File: src/rtl/cpu_obi_data_arbiter.sv
// ============================================================================
// cpu_obi_data_arbiter: two-master to one-slave OBI data arbiter with route FIFO
// Revision: 1.0
// ============================================================================
`default_nettype none

package cpu_obi_data_arbiter_pkg;
  typedef struct packed {
    logic        req;
    logic        we;
    logic [3:0]  be;
    logic [31:0] addr;
    logic [31:0] wdata;
  } obi_req_t;

  typedef struct packed {
    logic        gnt;
    logic        rvalid;
    logic [31:0] rdata;
  } obi_resp_t;
endpackage

module cpu_obi_data_arbiter
  import cpu_obi_data_arbiter_pkg::*;
#(
  parameter int MAX_OUTSTANDING = 2,
  parameter int ROUND_ROBIN     = 1
) (
  input  logic      clk_i,
  input  logic      rst_ni,
  input  obi_req_t  m0_req_i,
  output obi_resp_t m0_resp_o,
  input  obi_req_t  m1_req_i,
  output obi_resp_t m1_resp_o,
  output obi_req_t  s_req_o,
  input  obi_resp_t s_resp_i,
  output logic      busy_o,
  output logic      err_o
);

  localparam int            PW       = (MAX_OUTSTANDING > 1) ? $clog2(MAX_OUTSTANDING) : 1;
  localparam int            CW       = $clog2(MAX_OUTSTANDING + 1);
  localparam logic [CW-1:0] MAX_CNT  = CW'(MAX_OUTSTANDING);
  localparam logic [PW-1:0] LAST_PTR = PW'(MAX_OUTSTANDING - 1);

  logic [MAX_OUTSTANDING-1:0] route_mem;
  logic [PW-1:0]              wr_ptr;
  logic [PW-1:0]              rd_ptr;
  logic [CW-1:0]              count;
  logic                       rr_pref;
  logic                       lock;
  logic                       lock_idx;
  logic                       err;

  logic     full;
  logic     sel_valid;
  logic     sel_idx;
  logic     handshake;
  logic     pop;
  logic     head;
  logic     head_valid;
  obi_req_t sel_req;

  function automatic logic [PW-1:0] ptr_inc(input logic [PW-1:0] p);
    return (p == LAST_PTR) ? '0 : p + 1'b1;
  endfunction

  always_comb begin
    full      = (count == MAX_CNT);
    sel_valid = 1'b0;
    sel_idx   = 1'b0;
    // A stalled address phase keeps its master until the slave grants it.
    if (lock) begin
      sel_valid = 1'b1;
      sel_idx   = lock_idx;
    end else if (m0_req_i.req && m1_req_i.req) begin
      sel_valid = 1'b1;
      sel_idx   = (ROUND_ROBIN != 0) ? rr_pref : 1'b0;
    end else if (m0_req_i.req) begin
      sel_valid = 1'b1;
      sel_idx   = 1'b0;
    end else if (m1_req_i.req) begin
      sel_valid = 1'b1;
      sel_idx   = 1'b1;
    end

    sel_req = sel_idx ? m1_req_i : m0_req_i;
    s_req_o = '0;
    if (sel_valid) begin
      s_req_o     = sel_req;
      s_req_o.req = sel_req.req & ~full;
    end

    handshake  = s_req_o.req & s_resp_i.gnt;
    head_valid = (count != '0);
    pop        = s_resp_i.rvalid & head_valid;
    head       = route_mem[rd_ptr];

    m0_resp_o        = '0;
    m1_resp_o        = '0;
    m0_resp_o.gnt    = handshake & ~sel_idx;
    m1_resp_o.gnt    = handshake & sel_idx;
    m0_resp_o.rvalid = pop & ~head;
    m1_resp_o.rvalid = pop & head;
    if (head_valid && !head) m0_resp_o.rdata = s_resp_i.rdata;
    if (head_valid && head)  m1_resp_o.rdata = s_resp_i.rdata;
  end

  always_ff @(posedge clk_i or negedge rst_ni) begin
    if (!rst_ni) begin
      route_mem <= '0;
      wr_ptr    <= '0;
      rd_ptr    <= '0;
      count     <= '0;
      rr_pref   <= 1'b0;
      lock      <= 1'b0;
      lock_idx  <= 1'b0;
      err       <= 1'b0;
    end else begin
      if (handshake) begin
        route_mem[wr_ptr] <= sel_idx;
        wr_ptr            <= ptr_inc(wr_ptr);
      end
      if (pop) rd_ptr <= ptr_inc(rd_ptr);
      case ({handshake, pop})
        2'b10:   count <= count + 1'b1;
        2'b01:   count <= count - 1'b1;
        default: count <= count;
      endcase
      if (handshake && (ROUND_ROBIN != 0)) rr_pref <= ~sel_idx;
      lock     <= s_req_o.req & ~s_resp_i.gnt;
      lock_idx <= sel_idx;
      // A response with nothing outstanding cannot be routed; flag it for good.
      if (s_resp_i.rvalid && !head_valid) err <= 1'b1;
    end
  end

  assign busy_o = (count != '0);
  assign err_o  = err;

endmodule

`default_nettype wire

File: config.mk
export PLATFORM = sky130hd
export DESIGN_NAME = cpu_obi_data_arbiter
export DESIGN_NICKNAME = d
export VERILOG_FILES = /design/src/rtl/cpu_obi_data_arbiter.sv
export SDC_FILE = /design/constraint.sdc
export NUM_CORES = 1
export LEC_CHECK = 0
export ABC_CLOCK_PERIOD_IN_PS = 4230
export BUFFER_PORTS_ARGS = -buffer_cell sky130_fd_sc_hd__buf_2
export CAP_MARGIN = 10
export CORE_AREA = 10 10 115 117
export DETAILED_ROUTE_END_ITERATION = 10
export DIE_AREA = 0 0 125 127
export PLACE_DENSITY = 0.56
export SYNTH_ARGS = -nofsm -noshare
export SYNTH_HDL_FRONTEND = slang
export SYNTH_SLANG_ARGS = --single-unit
File: constraint.sdc
create_clock -name clk_i -period 4.23 [get_ports clk_i]
set_clock_uncertainty 0.15 [all_clocks]
set_input_delay 0.6345 -clock clk_i [delete_from_list [all_inputs] [get_ports clk_i]]
set_output_delay 0.6345 -clock clk_i [all_outputs]
set_load 0.03 [all_outputs]
Word level (Yosys, flattened, before mapping):

Index checks and enable logic that the tools add are counted.
W data, S select, Z words.

* word-level logic and storage cells: 58
* memory bits (writable): 0
* bits of input ports: 176
* memories kept: 0
* bits in latches: 0
* flip-flop bits (word level): 10
* bits in read-only memories: 0

* bitwise gates (word level): 12
* reduce and logical (&&, ||, !) cells: 9
* mux-type cells: 19
* shift operators: 0
* div/mod/pow operators: 0
* $add $sub $neg: 4
* $lt $le $gt $ge: 3
* equality and inequality tests: 3
* $mul: 0

Operators with widths (count)
* $mux W70: 2
* $mux W32: 2
* $mux W1: 12
* $and A1 B1 Y1: 8
* $logic_and A1 B1 Y1: 5
* $eq A2 B2 Y1 const B: 2
* $lt A1 B2 Y1 const B: 2
* $not A1 Y1: 4
* $pmux W2 S2: 1
* $reduce_bool A2 Y1: 2
* $add A1 B1 Y1 const B: 2
* $add A2 B1 Y2 const B: 1
* $bwmux W2: 1
* $eq A2 B1 Y1 const B: 1
* $logic_not A1 Y1: 2
* $sub A2 B1 Y2 const B: 1
* $demux W1 S1: 1
* $ge A1 B1 Y1 const B: 1

Longest topological paths before layout:

Gate-level depths: netlist of run 1.

* word-level depth: 10
* mapped depth: 7
* mapped depth without buffers: 6

Least setup slack after synthesis of run 1:

OpenSTA, ideal clock, no wires.

* path kind: input port to output port
* start: input m0_req_i[69] (netlist name)
* end: output s_req_o[0] (netlist name)
* data required time: 3.445 ns
* path buffers: 2
* setup slack: 1.537 ns
* arrival time: 1.909 ns
* cell stages on the path: 7
* cell sequence: nor2b_1 > o21a_1 > buf_2 > inv_2 > buf_4 > nand2_1 > a21oi_1

RTL lines
* start, declared: RTL line 31 `input obi_req_t m0_req_i,`
* end, declared: RTL line 35 `output obi_req_t s_req_o,`

==> results of run 1 <==
## cells by family (layout without fill, tap and decap cells)
group | Yosys count | count (layout) | share of synthesized area
compound gates | 79 | 79 | 0.226
mux | 1 | 1 | 0.00517
flops | 10 | 10 | 0.129
simple gates | 219 | 219 | 0.525
buf+inv | 34 | 329 | 0.0854
fa+ha+maj | 1 | 1 | 0.00647
xor+xnor | 5 | 5 | 0.0226
## flip-flops by register name, summed over array words and instances (netlist names)
signal,count
err_o,1
rd_ptr,1
rr_pref,1
count,2
route_mem,2
lock_idx,1
wr_ptr,1
lock,1
## layout by cell type (no fill, tap or decap)
cell and n:
a2111o_1 1, a21bo_1 1, a21o_1 2, a21oi_1 70, and2_1 66, buf_12 1, buf_2 315, buf_4 4
clkbuf_16 3, clkbuf_8 1, dfrtp_1 10, ha_1 1, inv_1 4, inv_2 1, mux2i_1 1, nand2_1 139
nand2b_1 1, nor2_1 4, nor2_4 1, nor2b_1 4, nor3_1 1, nor3_2 1, nor3b_1 1, nor4_1 1
o21a_2 1, o21ai_2 2, o31ai_2 2, xnor2_1 3, xor2_1 2
## cell usage after synthesis, drive strengths merged, types with 3 or more instances
master    n
a21oi    70
and2     66
buf      18
clkbuf   11
dfrtp    10
inv       5
nand2   139
nor2      5
nor2b     4
xnor2     3
## worst paths after layout
kind	startpoint	endpoint	slack (ns)
setup / recovery	m0_req_i[69]	s_req_o[57]	1.19
hold / removal	rst_ni	err_o	0.10
setup reg to reg	lock	count[1]	2.15
hold reg to reg	err_o	err_o	0.30
max in group asynchronous	rst_ni	lock_idx	3.63
min in group clk_i	err_o	err_o	0.30
## metrics by stage
step | total power, mW | std cells | worst slack (ns) | hold WS, ns
floorplan | 1.87 | 349 | 1.54 | 0.189
global placement | 2.56 | 783 | 1.16 | 0.296
detailed placement | 2.55 | 783 | 1.16 | 0.295
CTS | 2.74 | 787 | 1.17 | 0.112
global route | 2.91 | 787 | 1.02 | 0.120
finish | 2.70 | 787 | 1.19 | 0.104
## where the power goes
part	switching, mW	internal [mW]	total, mW
clock	0.0431	0.142	0.185
sequential	0.0360	0.137	0.173
combinational	1.65	0.695	2.34
## per-layer routing
metal	part of all wire	wire length [um]	global-route usage
met3	0.14	1700	0.0682
met1	0.35	4300	0.139
met4	0.0097	118	0.0271
met2	0.50	6040	0.240
met5	0	0	0
## final cells by class
type / count / area [um^2]
Multi-Input combinational cell: 305 / 1530
Clock buffer: 4 / 88.8
Tap cell: 143 / 179
Fill cell: 1261 / 7440
Sequential cell: 10 / 250
Inverter: 5 / 18.8
Timing Repair Buffer: 320 / 1630
==> metrics, run 1 <==
die area around 16000 um^2; CP cell instances buf_2, nor2b_1, o21a_2, inv_2, buf_12, nand2_1, a21oi_1, buf_2; H-tree depth 1; Die Y ~130 um; Seq/Total Area, Yosys 0.129; library cells used by synthesis 28; chip width ~130 um; FMAX 0.329 GHz; DP Wirelength 10.4 mm; Mapped Nets about 530; clk_lat worst skew roughly 0.24 ns; CTS clk-pin slew, worst paths about 0.040 ns; CP arrival between 2 and 2.5 ns; Bufs on Longest Clock Path 2; Resized Gates After CTS 0; Inserted Clock Buffers 3; Mapped Area 1930 um^2; top_reg_cell synth dfrtp_1; DR vias/cell 4.15; CP Launch Type input pin; P_leak 2.24 nW; largest net degree at the start of global routing between 70 and 80; CTS tree done; worst r2r path cells 5; post-route minimum period 3.04 ns; Setup TNS Final 0 ns; CP Capture Type output pin; Final Max Slew Viols 0; initial antenna violation count 0; P per Cell Area 732 nW/um^2; number of flops mapped to enable cells by yosys 0; total track usage 0.134; Residual DRC 0; Ys Warns 0; clk sinks 10; endpoints failing setup 0; post-route cell area ~3700 um^2; Req. time, crit path ~3.5 ns; HP Class input pin to asynchronous set/reset pin; FF+latch count, synth 10; Final #Nets ~820; hold violation count in the final report 0; Critical-path top delay cell inv_2; routability congestion estimate just over 0.8; Max-slew headroom 0.510; worst setup path class input pin to output pin; WL/cell between 15 and 20 um; postcts setup bufs 0; critical path buffer and inverter count 4; final WL about 12 mm; share of cells above drive strength 1 0.516; vias in the first global route 3248; Syn Area/Cell approximately 5.5 um^2; area growth from synthesis to layout 90.7%; hold buffers post-CTS 0; Synth area leaders nand2_1, and2_1, a21oi_1, dfrtp_1, buf_4; I/O pins around 320; CP peak stage delay 0.39 ns; FP Rows 39; status complete, no violations; via count around 3300; share of the synthesized area in the top cell type 0.270; I/O Buffers ~320; Final ANT Viol Nets 0; cells after synthesis roughly 350; Root Buffer clkbuf_16; CP top delay family buffers and inverters; Crit Path Max Fanout 43; Slew @ Worst Pin around 0.74 ns; async set-reset flop share out of synthesis 1.00; initial DRC count roughly 100; initial core utilization 0.174; antenna cells 0; first-pass GRT wire length 17.8 mm; DRT Pass-1 Iters 4; Post-Route Utilization 0.332; VDD IR-drop max 0.000416 V; GRT overflow 0; Synth area leader nand2_1; core area 11100 um^2; MaxCap Viol Count 0; most frequent CP cell buf_2; placed cell area 3600 um^2; Final period util 0.718; CP Depth 8; RSZ-0062 raised after global routing false
No activity file was read; power rests on OpenSTA's default activity.
==> run 2: changes to the inputs <==
Settings changed: ABC_CLOCK_PERIOD_IN_PS 4230 to 2770, CORE_AREA 10 10 115 117 to 10 10 114 116, DIE_AREA 0 0 125 127 to 0 0 124 126, PLACE_DENSITY 0.56 to 0.59.
Clock period 4.23 ns to 2.77 ns, I/O delays scaled along.
==> metrics, run 2 (same netlist as run 1, synthesis figures left out) <==
DR vias/cell 4.15 (about the same); HP Class input pin to flip-flop; Max-slew headroom 0.715 (+0.205); critical path buffer and inverter count 3 (-1); setup ws final 0.309 ns (-0.882 ns); DP Wirelength 10.3 mm (-0.32%); DRT Pass-1 Iters 4 (unchanged); CP top delay family buffers and inverters; worst hold slack 0.209 ns (+0.105 ns); CP peak stage delay 0.42 ns (+0.03 ns); Bufs on Longest Clock Path 2 (unchanged); Final Max Slew Viols 0 (unchanged); most frequent cells in the layout buf_2, nand2_1, a21oi_1, and2_1, dfrtp_1; Resized Gates After CTS 0 (unchanged); first-pass GRT wire length 17.7 mm (-0.70%); Final ANT Viol Nets 0 (unchanged); Final period util 0.888; most common cell after layout, fill and taps aside buf_2; total track usage 0.139 (+0.00446); FP Rows 38 (-2.6%); CP Capture Type output pin; post-route minimum period between 2 and 2.5 ns; Post-Route Utilization 0.346 (+0.0144); Die Y 126 um (-0.79%); H-tree depth 1 (unchanged); status complete, no violations; Inserted Clock Buffers 3 (unchanged); endpoints failing setup 0 (unchanged); Crit Path Max Fanout 25 (-42%); RSZ-0062 raised after global routing false; routability congestion estimate 0.785 (-2.5%); CP arrival 1.90 ns (-0.35 ns); hold violation count in the final report 0 (unchanged); Final #Nets 825 (+0.36%); CTS tree done; clk sinks 10 (unchanged); die area 15600 um^2 (-1.6%); total power 4.07 mW (+51%); CP cell instances nand2b_1, o21a_2, inv_2, buf_4, nand2_1, a21oi_1, buf_2; worst setup path class flip-flop to output pin; via count 3268 (+0.061%); Critical-path top delay cell dfrtp_1; CTS clk-pin slew, worst paths 0.05 ns (about the same); setup slack at placement 0.439 ns (-0.725 ns); postcts setup bufs 0 (unchanged); chip width 124 um (-0.80%); Fillers 1244 (-1.3%); MaxCap Viol Count 0 (unchanged); P per Cell Area 1100 nW/um^2 (+50%); FMAX ~0.4 GHz; clk_lat worst skew 0.23 ns (about the same); antenna cells 0 (unchanged); registers with the most flip-flops count: 2 flops, route_mem: 2 flops; Req. time, crit path 2.20 ns (-1.25 ns); CP Launch Type flip-flop; share of cells above drive strength 1 0.516 (+0.000701); initial antenna violation count 0 (unchanged); WL/cell 15.4 um (about the same); vias in the first global route 3304 (+1.7%); P_leak 2.25 nW (+0.34%); I/O pins 316 (unchanged); largest net degree at the start of global routing 73 (unchanged); GRT overflow 0 (unchanged); Slew @ Worst Pin 0.428 ns (-0.308 ns); Residual DRC 0 (unchanged); area growth from synthesis to layout 91.3%; initial DRC count 138 (+33%); I/O Buffers 315 (unchanged); core area 10700 um^2 (-3.8%); Setup TNS Final 0 ns (unchanged); initial core utilization 0.181 (+0.00695); final WL 12.2 mm (about the same); Root Buffer clkbuf_8; VDD IR-drop max 0.000647 V (+56%)
[run 2: report_power, final]
part           internal, mW  total (mW)  switching, mW
combinational          1.09        3.62           2.53
clock                 0.125       0.181         0.0560
sequential            0.209       0.269         0.0591
total                  1.42        4.07           2.65
[run 2: per-stage QoR]
stage | instance area (um^2) | cells
floorplan | 1930 | 349
global placement | 3640 | 782
detailed placement | 3640 | 782
CTS | 3700 | 787
global route | 3700 | 787
finish | 3700 | 787
[run 2: layout make-up]
cell class / count / area, um^2 / share of cell area
clock buffer: 4 / 55.1 / 0.0149
multi-input combinational: 305 / 1530 / 0.412
sequential: 10 / 250 / 0.0676
inverter: 5 / 18.8 / 0.00507
tap: 140 / 175 / 0.0473
timing repair buffer: 323 / 1680 / 0.453
[run 2: final timing paths]
| check | start | end | slack [ns] | depth (start not counted) |
|---|---|---|---|---|
| max reg2reg | lock | count[1] | 0.66 | 5 |
| min | s_resp_i[33] | lock | 0.21 | 2 |
| min in group asynchronous | rst_ni | lock | 0.43 | 2 |
| max | lock | s_req_o[30] | 0.31 | 7 |
| min reg2reg | err_o | err_o | 0.29 | 1 |
| max in group asynchronous | rst_ni | rd_ptr | 1.85 | 2 |
[run 2: repair_timing]
action	4_1_cts	5_1_grt
endpoints found under the setup margin	0	0
hold buffers	1	0
hold endpoints to repair	10	0
[run 2: routing by layer]
metal,global-route usage,part of all wire,up-vias
li1,-,-,1701
met1,0.144,0.35,1397
met2,0.258,0.53,160
met3,0.0554,0.12,10
met4,0.0210,0.0087,0
met5,0,0,-
==> run 3: changes to the inputs <==
Settings changed: ABC_AREA set to 1, ABC_CLOCK_PERIOD_IN_PS 2770 to 3100, CORE_AREA 10 10 114 116 to 10 10 113 115, DIE_AREA 0 0 124 126 to 0 0 123 125, PLACE_DENSITY 0.59 to 0.57, TNS_END_PERCENT set to 5.
Clock period 2.77 ns to 3.1 ns, I/O delays scaled along.
==> metrics, run 3 <==
status complete, no violations; worst setup path class flip-flop to output pin; clk_lat worst skew 0.24 ns (about the same); total power 3.44 mW (-15%); P_leak 2.38 nW (+5.9%); Req. time, crit path 2.48 ns (+0.28 ns); CTS clk-pin slew, worst paths 0.05 ns (about the same); via count 3421 (+4.7%); most common cell after layout, fill and taps aside buf_2; FMAX between 0.3 and 0.4 GHz; Die Y 125 um (-0.79%); DP Wirelength 11.1 mm (+6.9%); Slew @ Worst Pin 0.619 ns (+0.192 ns); Final ANT Viol Nets 0 (unchanged); Final Max Slew Viols 0 (unchanged); share of cells above drive strength 1 0.479 (-0.0371); Seq/Total Area, Yosys 0.133 (+0.00335); HP Class input pin to flip-flop; chip width 123 um (-0.81%); vias in the first global route 3329 (+0.76%); CP arrival 1.92 ns (+0.02 ns); registers with the most flip-flops count: 2 flops, route_mem: 2 flops; RSZ-0062 raised after global routing false; CP Launch Type flip-flop; Post-Layout Cell Count 835 (+6.1%); number of flops mapped to enable cells by yosys 0 (unchanged); post-route cell area 3640 um^2 (-1.8%); initial core utilization 0.178 (-0.00298); Max-slew headroom 0.587 (-0.128); initial DRC count 185 (+34%); GRT overflow 0 (unchanged); Mapped Area 1890 um^2 (-2.5%); endpoints failing setup 0 (unchanged); DR vias/cell 4.10 (-1.3%); VDD IR-drop max 0.000398 V (-39%); Synth area leader nor2_1; Resized Gates After CTS 0 (unchanged); Bufs on Longest Clock Path 2 (unchanged); Final period util 0.819; Inserted Clock Buffers 3 (unchanged); FP Rows 38 (unchanged); antenna cells 0 (unchanged); Syn Area/Cell 4.75 um^2 (-14%); top-count cell post-synth nor2_1; CP Capture Type output pin; total track usage 0.151 (+0.0116); initial antenna violation count 0 (unchanged); clk sinks 10 (unchanged); routability congestion estimate 0.866 (+10%); Root Buffer clkbuf_8; core area 10600 um^2 (-0.89%); FF+latch count, synth 10 (unchanged); Synth area leaders nor2_1, o21ai_0, dfrtp_1, inv_1, buf_2; Ys Warns 0 (unchanged); hold violation count in the final report 0 (unchanged); I/O Buffers 315 (unchanged); post-route minimum period 2.54 ns; P per Cell Area 947 nW/um^2 (-14%); largest net degree at the start of global routing 73 (unchanged); final WL 12.9 mm (+6.5%); first-pass GRT wire length 18.5 mm (+4.5%); Residual DRC 0 (unchanged); DP Cell Count 830 (+6.1%); async set-reset flop share out of synthesis 1.00 (unchanged); MaxCap Viol Count 0 (unchanged); top_reg_cell synth dfrtp_1; top cells by count, synth nor2_1, o21ai_0, inv_1; WL/cell 15.5 um (+0.35%); Mapped Nets 574 (+9.1%); die area 15400 um^2 (-1.6%); share of the synthesized area in the top cell type 0.420 (+0.150); cells after synthesis 397 (+14%); DRT Pass-1 Iters 4 (unchanged); most frequent cells in the layout buf_2, nor2_1, o21ai_0, inv_1, nand2_1; library cells used by synthesis 21 (-25%); Final #Nets 873 (+5.8%); area growth from synthesis to layout 92.8%; Crit Path Max Fanout 44 (+76%); H-tree depth 1 (unchanged); placed cell area 3570 um^2 (-1.8%); CTS tree done; Setup TNS Final 0 ns (unchanged); I/O pins 316 (unchanged)
run 3: cell types whose count changed in the layout (fill, tap and decap cells not counted), moves of 3 or more:
| cell | delta |
|---|---|
| and2_1 | -66 |
| nand2_1 | -123 |
| nor2_1 | +207 |
| a21oi_1 | -69 |
| nor2b_1 | -4 |
| inv_1 | +38 |
| nand3_1 | +3 |
| o21ai_0 | +70 |
run 3: final cells by class:
class | count | area [um^2]
fill | 1220 | 6970
clock buffer | 4 | 55.1
tap | 140 | 175
multi-input combinational | 315 | 1340
sequential | 10 | 250
inverter | 45 | 169
timing repair buffer | 321 | 1650
run 3: layer usage:
layer / vias to the layer above / routed length [um] / GRT usage
li1: 1798 / - / -
met1: 1439 / 4580 / 0.149
met2: 174 / 6710 / 0.283
met3: 10 / 1460 / 0.0554
met4: 0 / 194 / 0.0425
met5: - / 0 / 0
run 3: what timing repair did:
item                                   4_1_cts  5_1_grt
setup endpoints to repair                    0        0
buffers inserted                             0        0
hold buffers                                 1        0
endpoints found under the hold margin       10        0
run 3: worst paths after layout:
path,start,end,slack [ns],cells past startpoint
hold reg to reg,route_mem[1],route_mem[1],0.34,2
setup / recovery,rr_pref,s_req_o[43],0.56,9
min in group asynchronous,rst_ni,lock,0.50,2
hold / removal,s_resp_i[33],lock,0.27,2
setup reg to reg,lock,count[1],0.86,11
max in group asynchronous,rst_ni,err_o,2.12,2
run 3: cells by family (layout without fill, tap and decap cells):
kind of cell | count (synthesis) | in the layout | synth area share
buffers and inverters | 72 | 370 | 0.158
DFF | 10 | 10 | 0.133
xor gates and xnor gates | 3 | 3 | 0.0139
AOI/OAI and AO/OA | 73 | 73 | 0.195
and+or+nand+nor | 238 | 238 | 0.494
adders and majority gates | 1 | 1 | 0.00663
run 3: power breakdown:
part | internal (mW) | switching (mW) | total (mW)
Combinational | 0.787 | 2.26 | 3.05
Sequential | 0.186 | 0.0406 | 0.226
Clock | 0.112 | 0.0569 | 0.169
Total | 1.08 | 2.36 | 3.44
run 3: critical path, stage by stage, from the launching register on:
cell,delay [ns]
dfrtp_1,0.35
inv_1,0.09
nand2_1,0.05
nand2_1,0.09
nand2_2,0.08
inv_2,0.34
buf_12,0.27
nor2_1,0.06
nor2_1,0.10
buf_2,0.22
run 3: through the flow:
step | hold WS (ns) | worst slack, ns | utilization
after floorplan | 0.0194 | 0.998 | -
after global placement | 0.188 | 0.665 | 0.337
after detailed placement | 0.185 | 0.618 | 0.337
after CTS | 0.271 | 0.555 | 0.343
after global routing | 0.282 | 0.355 | 0.343
final | 0.272 | 0.561 | 0.343
